$ cat src/rtl/opto_period_monitor.sv
// Per-tooth period monitor for the code-disc opto switch: stores tooth periods in a RAM indexed
// by tooth number and reports per-revolution sum, min, max, tooth count, overflow and stall.
module opto_period_monitor #(
   parameter int unsigned CNT_W        = 20,
   parameter int unsigned DEPTH        = 64,
   parameter int unsigned ADDR_W       = 6,
   parameter int unsigned TEETH        = 60,
   parameter int unsigned STALL_CYCLES = 1000000,
   parameter int unsigned SUM_W        = 32
) (
   input  logic              i_clk_50m,
   input  logic              i_rst_n,
   input  logic              i_opto_switch,
   input  logic              i_zero_sign,
   input  logic              i_motor_state,
   input  logic              i_clr,
   input  logic [ADDR_W-1:0] i_ram_raddr,
   input  logic              i_ram_ren,
   output logic [CNT_W-1:0]  o_ram_rdata,
   output logic [SUM_W-1:0]  o_rev_period,
   output logic [CNT_W-1:0]  o_tooth_max,
   output logic [CNT_W-1:0]  o_tooth_min,
   output logic [ADDR_W:0]   o_tooth_cnt,
   output logic              o_tooth_err,
   output logic              o_ovf,
   output logic              o_rev_valid,
   output logic              o_stall
);

   localparam int unsigned     MEM_AW     = (DEPTH > 1) ? $clog2(DEPTH) : 1;
   localparam int unsigned     STALL_M1_I = STALL_CYCLES - 1;
   localparam logic [ADDR_W:0] DEPTH_C    = DEPTH[ADDR_W:0];
   localparam logic [ADDR_W:0] TEETH_C    = TEETH[ADDR_W:0];
   localparam logic [CNT_W-1:0] STALL_C   = STALL_CYCLES[CNT_W-1:0];
   localparam logic [CNT_W-1:0] STALL_M1  = STALL_M1_I[CNT_W-1:0];

   typedef enum logic [1:0] {StIdle, StWaitZero, StRun} state_e;

   state_e            state_q, state_d;
   logic              s1_q, s2_q, s3_q, ed;
   logic [CNT_W-1:0]  cnt_q, cnt_d;
   logic              stall_q, stall_d, stall_hit;
   logic              zero_pend_q, zero_pend_d, zero_eff;
   logic [SUM_W-1:0]  sum_q, sum_d, sum_new;
   logic [SUM_W:0]    sum_ext;
   logic [CNT_W-1:0]  min_q, min_d, min_new, max_q, max_d, max_new;
   logic [ADDR_W:0]   idx_q, idx_d, tooth_cnt_new;
   logic              ovf_acc_q, ovf_acc_d, ovf_new, in_range;
   logic [SUM_W-1:0]  rev_period_q, rev_period_d;
   logic [CNT_W-1:0]  tooth_min_q, tooth_min_d, tooth_max_q, tooth_max_d;
   logic [ADDR_W:0]   tooth_cnt_q, tooth_cnt_d;
   logic              tooth_err_q, tooth_err_d, ovf_q, ovf_d, rev_valid_q, rev_valid_d;
   logic              ram_we;
   logic [CNT_W-1:0]  mem [DEPTH];
   logic [CNT_W-1:0]  rdata_q;

   assign ed          = s2_q & ~s3_q;
   assign zero_eff    = zero_pend_q | i_zero_sign;
   // Stall asserts in the same cycle the period counter reaches STALL_CYCLES.
   assign stall_hit   = ~ed & (cnt_q >= STALL_M1);
   assign stall_d     = ~ed & (stall_q | stall_hit);
   assign zero_pend_d = ~ed & zero_eff;
   assign cnt_d       = ed ? CNT_W'(1) : ((cnt_q < STALL_C) ? cnt_q + CNT_W'(1) : cnt_q);

   assign sum_ext       = {1'b0, sum_q} + {{(SUM_W + 1 - CNT_W){1'b0}}, cnt_q};
   assign sum_new       = sum_ext[SUM_W] ? '1 : sum_ext[SUM_W-1:0];
   assign min_new       = (cnt_q < min_q) ? cnt_q : min_q;
   assign max_new       = (cnt_q > max_q) ? cnt_q : max_q;
   assign in_range      = idx_q < DEPTH_C;
   assign ovf_new       = ovf_acc_q | ~in_range;
   assign tooth_cnt_new = in_range ? idx_q + (ADDR_W + 1)'(1) : DEPTH_C;

   always_comb begin
      state_d      = state_q;
      sum_d        = sum_q;
      min_d        = min_q;
      max_d        = max_q;
      idx_d        = idx_q;
      ovf_acc_d    = ovf_acc_q;
      rev_period_d = rev_period_q;
      tooth_min_d  = tooth_min_q;
      tooth_max_d  = tooth_max_q;
      tooth_cnt_d  = tooth_cnt_q;
      tooth_err_d  = tooth_err_q;
      ovf_d        = ovf_q;
      rev_valid_d  = 1'b0;
      ram_we       = 1'b0;
      if (i_clr) begin
         state_d      = i_motor_state ? StWaitZero : StIdle;
         sum_d        = '0;
         min_d        = '1;
         max_d        = '0;
         idx_d        = '0;
         ovf_acc_d    = 1'b0;
         rev_period_d = '0;
         tooth_min_d  = '0;
         tooth_max_d  = '0;
         tooth_cnt_d  = '0;
         tooth_err_d  = 1'b0;
         ovf_d        = 1'b0;
      end else if (!i_motor_state) begin
         state_d = StIdle;
      end else begin
         case (state_q)
            StIdle: state_d = StWaitZero;
            StWaitZero: begin
               // The period ending at the zero edge belongs to no revolution.
               if (ed && zero_eff) begin
                  state_d   = StRun;
                  sum_d     = '0;
                  min_d     = '1;
                  max_d     = '0;
                  idx_d     = '0;
                  ovf_acc_d = 1'b0;
               end
            end
            StRun: begin
               if (ed) begin
                  ram_we = in_range;
                  if (zero_eff) begin
                     rev_period_d = sum_new;
                     tooth_min_d  = min_new;
                     tooth_max_d  = max_new;
                     tooth_cnt_d  = tooth_cnt_new;
                     tooth_err_d  = tooth_cnt_new != TEETH_C;
                     ovf_d        = ovf_new;
                     rev_valid_d  = 1'b1;
                     sum_d        = '0;
                     min_d        = '1;
                     max_d        = '0;
                     idx_d        = '0;
                     ovf_acc_d    = 1'b0;
                  end else begin
                     sum_d     = sum_new;
                     min_d     = min_new;
                     max_d     = max_new;
                     ovf_acc_d = ovf_new;
                     idx_d     = in_range ? idx_q + (ADDR_W + 1)'(1) : idx_q;
                  end
               end else if (stall_hit) begin
                  state_d = StWaitZero;
               end
            end
            default: state_d = StIdle;
         endcase
      end
   end

   always_ff @(posedge i_clk_50m or negedge i_rst_n) begin
      if (!i_rst_n) begin
         s1_q         <= 1'b0;
         s2_q         <= 1'b0;
         s3_q         <= 1'b0;
         state_q      <= StIdle;
         cnt_q        <= '0;
         stall_q      <= 1'b0;
         zero_pend_q  <= 1'b0;
         sum_q        <= '0;
         min_q        <= '1;
         max_q        <= '0;
         idx_q        <= '0;
         ovf_acc_q    <= 1'b0;
         rev_period_q <= '0;
         tooth_min_q  <= '0;
         tooth_max_q  <= '0;
         tooth_cnt_q  <= '0;
         tooth_err_q  <= 1'b0;
         ovf_q        <= 1'b0;
         rev_valid_q  <= 1'b0;
      end else begin
         s1_q         <= i_opto_switch;
         s2_q         <= s1_q;
         s3_q         <= s2_q;
         state_q      <= state_d;
         cnt_q        <= cnt_d;
         stall_q      <= stall_d;
         zero_pend_q  <= zero_pend_d;
         sum_q        <= sum_d;
         min_q        <= min_d;
         max_q        <= max_d;
         idx_q        <= idx_d;
         ovf_acc_q    <= ovf_acc_d;
         rev_period_q <= rev_period_d;
         tooth_min_q  <= tooth_min_d;
         tooth_max_q  <= tooth_max_d;
         tooth_cnt_q  <= tooth_cnt_d;
         tooth_err_q  <= tooth_err_d;
         ovf_q        <= ovf_d;
         rev_valid_q  <= rev_valid_d;
      end
   end

   always_ff @(posedge i_clk_50m) begin
      if (ram_we) mem[idx_q[MEM_AW-1:0]] <= cnt_q;
   end

   always_ff @(posedge i_clk_50m or negedge i_rst_n) begin
      if (!i_rst_n) begin
         rdata_q <= '0;
      end else if (i_ram_ren) begin
         rdata_q <= ({1'b0, i_ram_raddr} < DEPTH_C) ? mem[i_ram_raddr[MEM_AW-1:0]] : '0;
      end
   end

   assign o_ram_rdata  = rdata_q;
   assign o_rev_period = rev_period_q;
   assign o_tooth_max  = tooth_max_q;
   assign o_tooth_min  = tooth_min_q;
   assign o_tooth_cnt  = tooth_cnt_q;
   assign o_tooth_err  = tooth_err_q;
   assign o_ovf        = ovf_q;
   assign o_rev_valid  = rev_valid_q;
   assign o_stall      = stall_q;

endmodule

$ cat config.mk
export PLATFORM = sky130hd
export DESIGN_NAME = opto_period_monitor
export DESIGN_NICKNAME = d
export VERILOG_FILES = /design/src/rtl/opto_period_monitor.sv
export SDC_FILE = /design/constraint.sdc
export NUM_CORES = 2
export LEC_CHECK = 0
export ABC_AREA = 1
export CORE_MARGIN = 4
export CORE_UTILIZATION = 62
export CTS_CLUSTER_DIAMETER = 120
export DETAILED_ROUTE_END_ITERATION = 8
export HOLD_SLACK_MARGIN = 0.06
export PLACE_DENSITY = 0.83
export SETUP_SLACK_MARGIN = 0.15
export SLEW_MARGIN = 5
export SYNTH_ARGS = -nofsm -noshare
export SYNTH_HDL_FRONTEND = slang
export SYNTH_SLANG_ARGS = --single-unit
$ cat constraint.sdc
create_clock -name i_clk_50m -period 3.79 [get_ports i_clk_50m]
set_input_delay 1.137 -clock i_clk_50m [delete_from_list [all_inputs] [get_ports i_clk_50m]]
set_output_delay 1.137 -clock i_clk_50m [all_outputs]
set_load 0.03 [all_outputs]
==> metrics.cfg <==
[outcome]
status = completed

[yosys]
synth_seq_cells = 1489
synth.area.top_cells = edfxtp_1 60%, nand2_1 13%, nand3_1 10%, dfrtp_1 7.4%, buf_2 1.7%
syn-mean-instance-area_um2 = 10.60
synth_cell_types = 38
synth_area_leader_cell = edfxtp_1
netlist_instances = 6028
synth_top_area_frac = 0.6013
syn_nets = 6104
ys_warn_count = 0
synth_area_um2 = 63920
ys_seq_area_frac = 0.6835

[placement]
dp_hpwl_mm = 108.4
placed_area_um2 = 67600
pre_cts_ws_ns = -0.1177
dp_cells = 7386
io_buffer_count = 115
gp_congestion = 0.9849

[job]
max_cap_viol_count = 0

[worst_setup_path]
crit_path_start_kind = flop
crit_fanout = 70
crit_type = flop to flop
crit_path_frequent_cell = nand2_1
arrival_ns = 3.87
worst_path_max_delay_cell = buf_4
worstPathCellList = buf_4 -> inv_1 -> ha_1 -> nor2_1 -> o21ai_0 -> nand2_1 -> nand2_1 -> nand3_1 -> nand2_1 -> nand2_1 -> nand3_1 -> nand2_1
r2r_slack_ns = 0.62
slowest_delay_ns = 0.83
endpoint_kind = flop
cp.required_ns = 4.49

[clock_network]
clockRootBuffer = clkbuf_16
cts_sinks = 1489
hold_buffers = 0
cts_inserted_buffers = 149
post_cts_resized = 0
clk_pin_slew_ns = 0.06
htreeDepth = 4
clkLatencyLatePin_ns = 0.78
cts_tree = done
cts_max_path_buffers = 3
post_cts_buffers = 0

[detailed_routing]
viasPerCell = 6.209
drc = 0
drtIter0Drc = 7285
wire_per_inst_um = 23.51
antenna_left = 0
routed_wirelength_mm = 180.1
vias = 47564
drt_first_pass_iters = 6

[floorplanning]
ios = 116
start_util = 0.6265
rows = 117
die_w_um = 329.1
core-area_um2 = 102000
die_height_um = 329.1
dieArea_um2 = 108300

[power]
power_density_nw_per_um2 = 494.6
total_power_mw = 35.78
p_leak_nw = 29.20
vdd_drop_max_uv = 345.2

[timing]
worst_pin_slew_ns = 1.130
slew-limit-headroom = 0.2470
fin_worst_skew_ns = 0.03234
setup_viol = 0
fin_crit_ns = 3.171
hold_viol_final = 0
rsz0062_at_grt = no
fin_ws_ns = 0.6187
drv_slew = 0
fin_crit_sh = 0.8368
achievable-frequency_mhz = 315.3

[final_layout]
regArea_um2 = 43720
num_antenna_cells = 0
layout_common_cells = 2231 x nand2_1, 1310 x nand3_1, 1280 x edfxtp_1
nFillCells = 6668
layout_commonest_cell = nand2_1
syn_to_final_growth_pct = 13.19
layout.nets = 6245
fin_area_um2 = 72350
drive_above_1_share = 0.09089
finalNonFillerCells = 7661
multiInputGateArea_um2 = 17790

[global_routing]
grt_pass1_vias = 46572
grt_start_max_net_pins = 118
grt_antenna_before_repair = 1
grt_pass1_wl_mm = 270.8
grt_usage = 0.3323
grt_overflow_total = 0

[hold_path]
hp-class = flop to flop

metal layers:
layer,global-route usage,wire length (µm)
met1,0.4384,62940
met2,0.5135,82010
met3,0.07017,22650
met4,0.2005,12530
met5,0,0
flip-flops by register name, indices dropped and copies added, names as in the netlist, 2 cells and up:
| signal | count |
|---|---|
| idx_q | 7 |
| o_tooth_cnt | 7 |
| o_rev_period | 32 |
| o_tooth_min | 20 |
| min_q | 20 |
| mem | 1280 |
| o_ram_rdata | 20 |
| sum_q | 32 |
| state_q | 2 |
| cnt_q | 20 |
| max_q | 20 |
| o_tooth_max | 20 |
cell type report:
type | count | share of cell area
sequential | 1489 | 0.6042
clock inverter | 78 | 0.01006
tap | 1368 | 0.02366
timing repair buffer | 327 | 0.04771
clock buffer | 197 | 0.05561
multi-input combinational | 3960 | 0.2459
inverter | 242 | 0.01283
critical path: cells and delay by family, from the launching register on:
| family | cells | cell delay [ns] |
|---|---|---|
| AOI/OAI and AO/OA | 1 | 0.08 |
| DFF | 1 | 0.35 |
| and+or+nand+nor | 8 | 1.30 |
| buffers and inverters | 2 | 1.08 |
| adders and majority gates | 1 | 0.29 |
kinds of logic after synthesis:
logic type	after synthesis	synth area share
compound gates	105	0.008847
buf+inv	579	0.04073
simple gates	3776	0.2523
fa+ha+maj	63	0.01245
flops	1489	0.6835
xor+xnor	16	0.002192
power by group:
group / internal, mW / total (mW) / switching, mW / leakage [nW]
sequential: 18.0 / 18.1 / 0.0623 / 15.1
combinational: 0.758 / 3.28 / 2.52 / 11.8
clock: 8.21 / 14.4 / 6.21 / 2.31
synth_stat cells:
master and number:
nor2_2 2, buf_6 3, o31ai_1 2, nor2_4 4, inv_1 229, buf_4 37
nor3_2 2, o21a_1 2, nand3_1 1310, nor4_1 1, o22ai_1 7, o32ai_1 1
and2_1 3, dfstp_2 20, a21oi_1 48, dfrtp_1 189, xor2_1 16, buf_1 21
o21ai_0 31, a22oi_1 1, buf_2 215, ha_1 62, nand3_2 16, nand4_1 43
o21ai_1 9, nor3_1 22, nand3b_2 1, clkbuf_1 61, nand2_2 3, or2_1 1
fa_1 1, and3_1 1, nor2_1 136, nand2_1 2231, edfxtp_1 1280, inv_2 13
a41oi_2 1, a31oi_1 3
path summary, 6_finish.rpt:
| kind | endpoint | cells past startpoint | start |
|---|---|---|---|
| max in group asynchronous | sum_q[2] | 2 | i_rst_n |
| max reg2reg | o_tooth_max[14] | 12 | cnt_q[0] |
| max | o_tooth_max[14] | 12 | cnt_q[0] |
| min | s2_q | 0 | s1_q |
| min in group asynchronous | o_tooth_max[5] | 1 | i_rst_n |
| min reg2reg | s2_q | 0 | s1_q |
metrics by stage:
stage | TNS, ns | hold slack, ns | util
2_1_floorplan | 0 | 0.3312 | -
3_3_place_gp | -0.01793 | 0.3343 | 0.6625
3_5_place_dp | -1.055 | 0.3363 | 0.6625
4_1_cts | 0 | 0.3670 | 0.7091
5_1_grt | 0 | 0.3701 | 0.7091
6_report | 0 | 0.3628 | 0.7091
(Power assumes the default switching activity.)
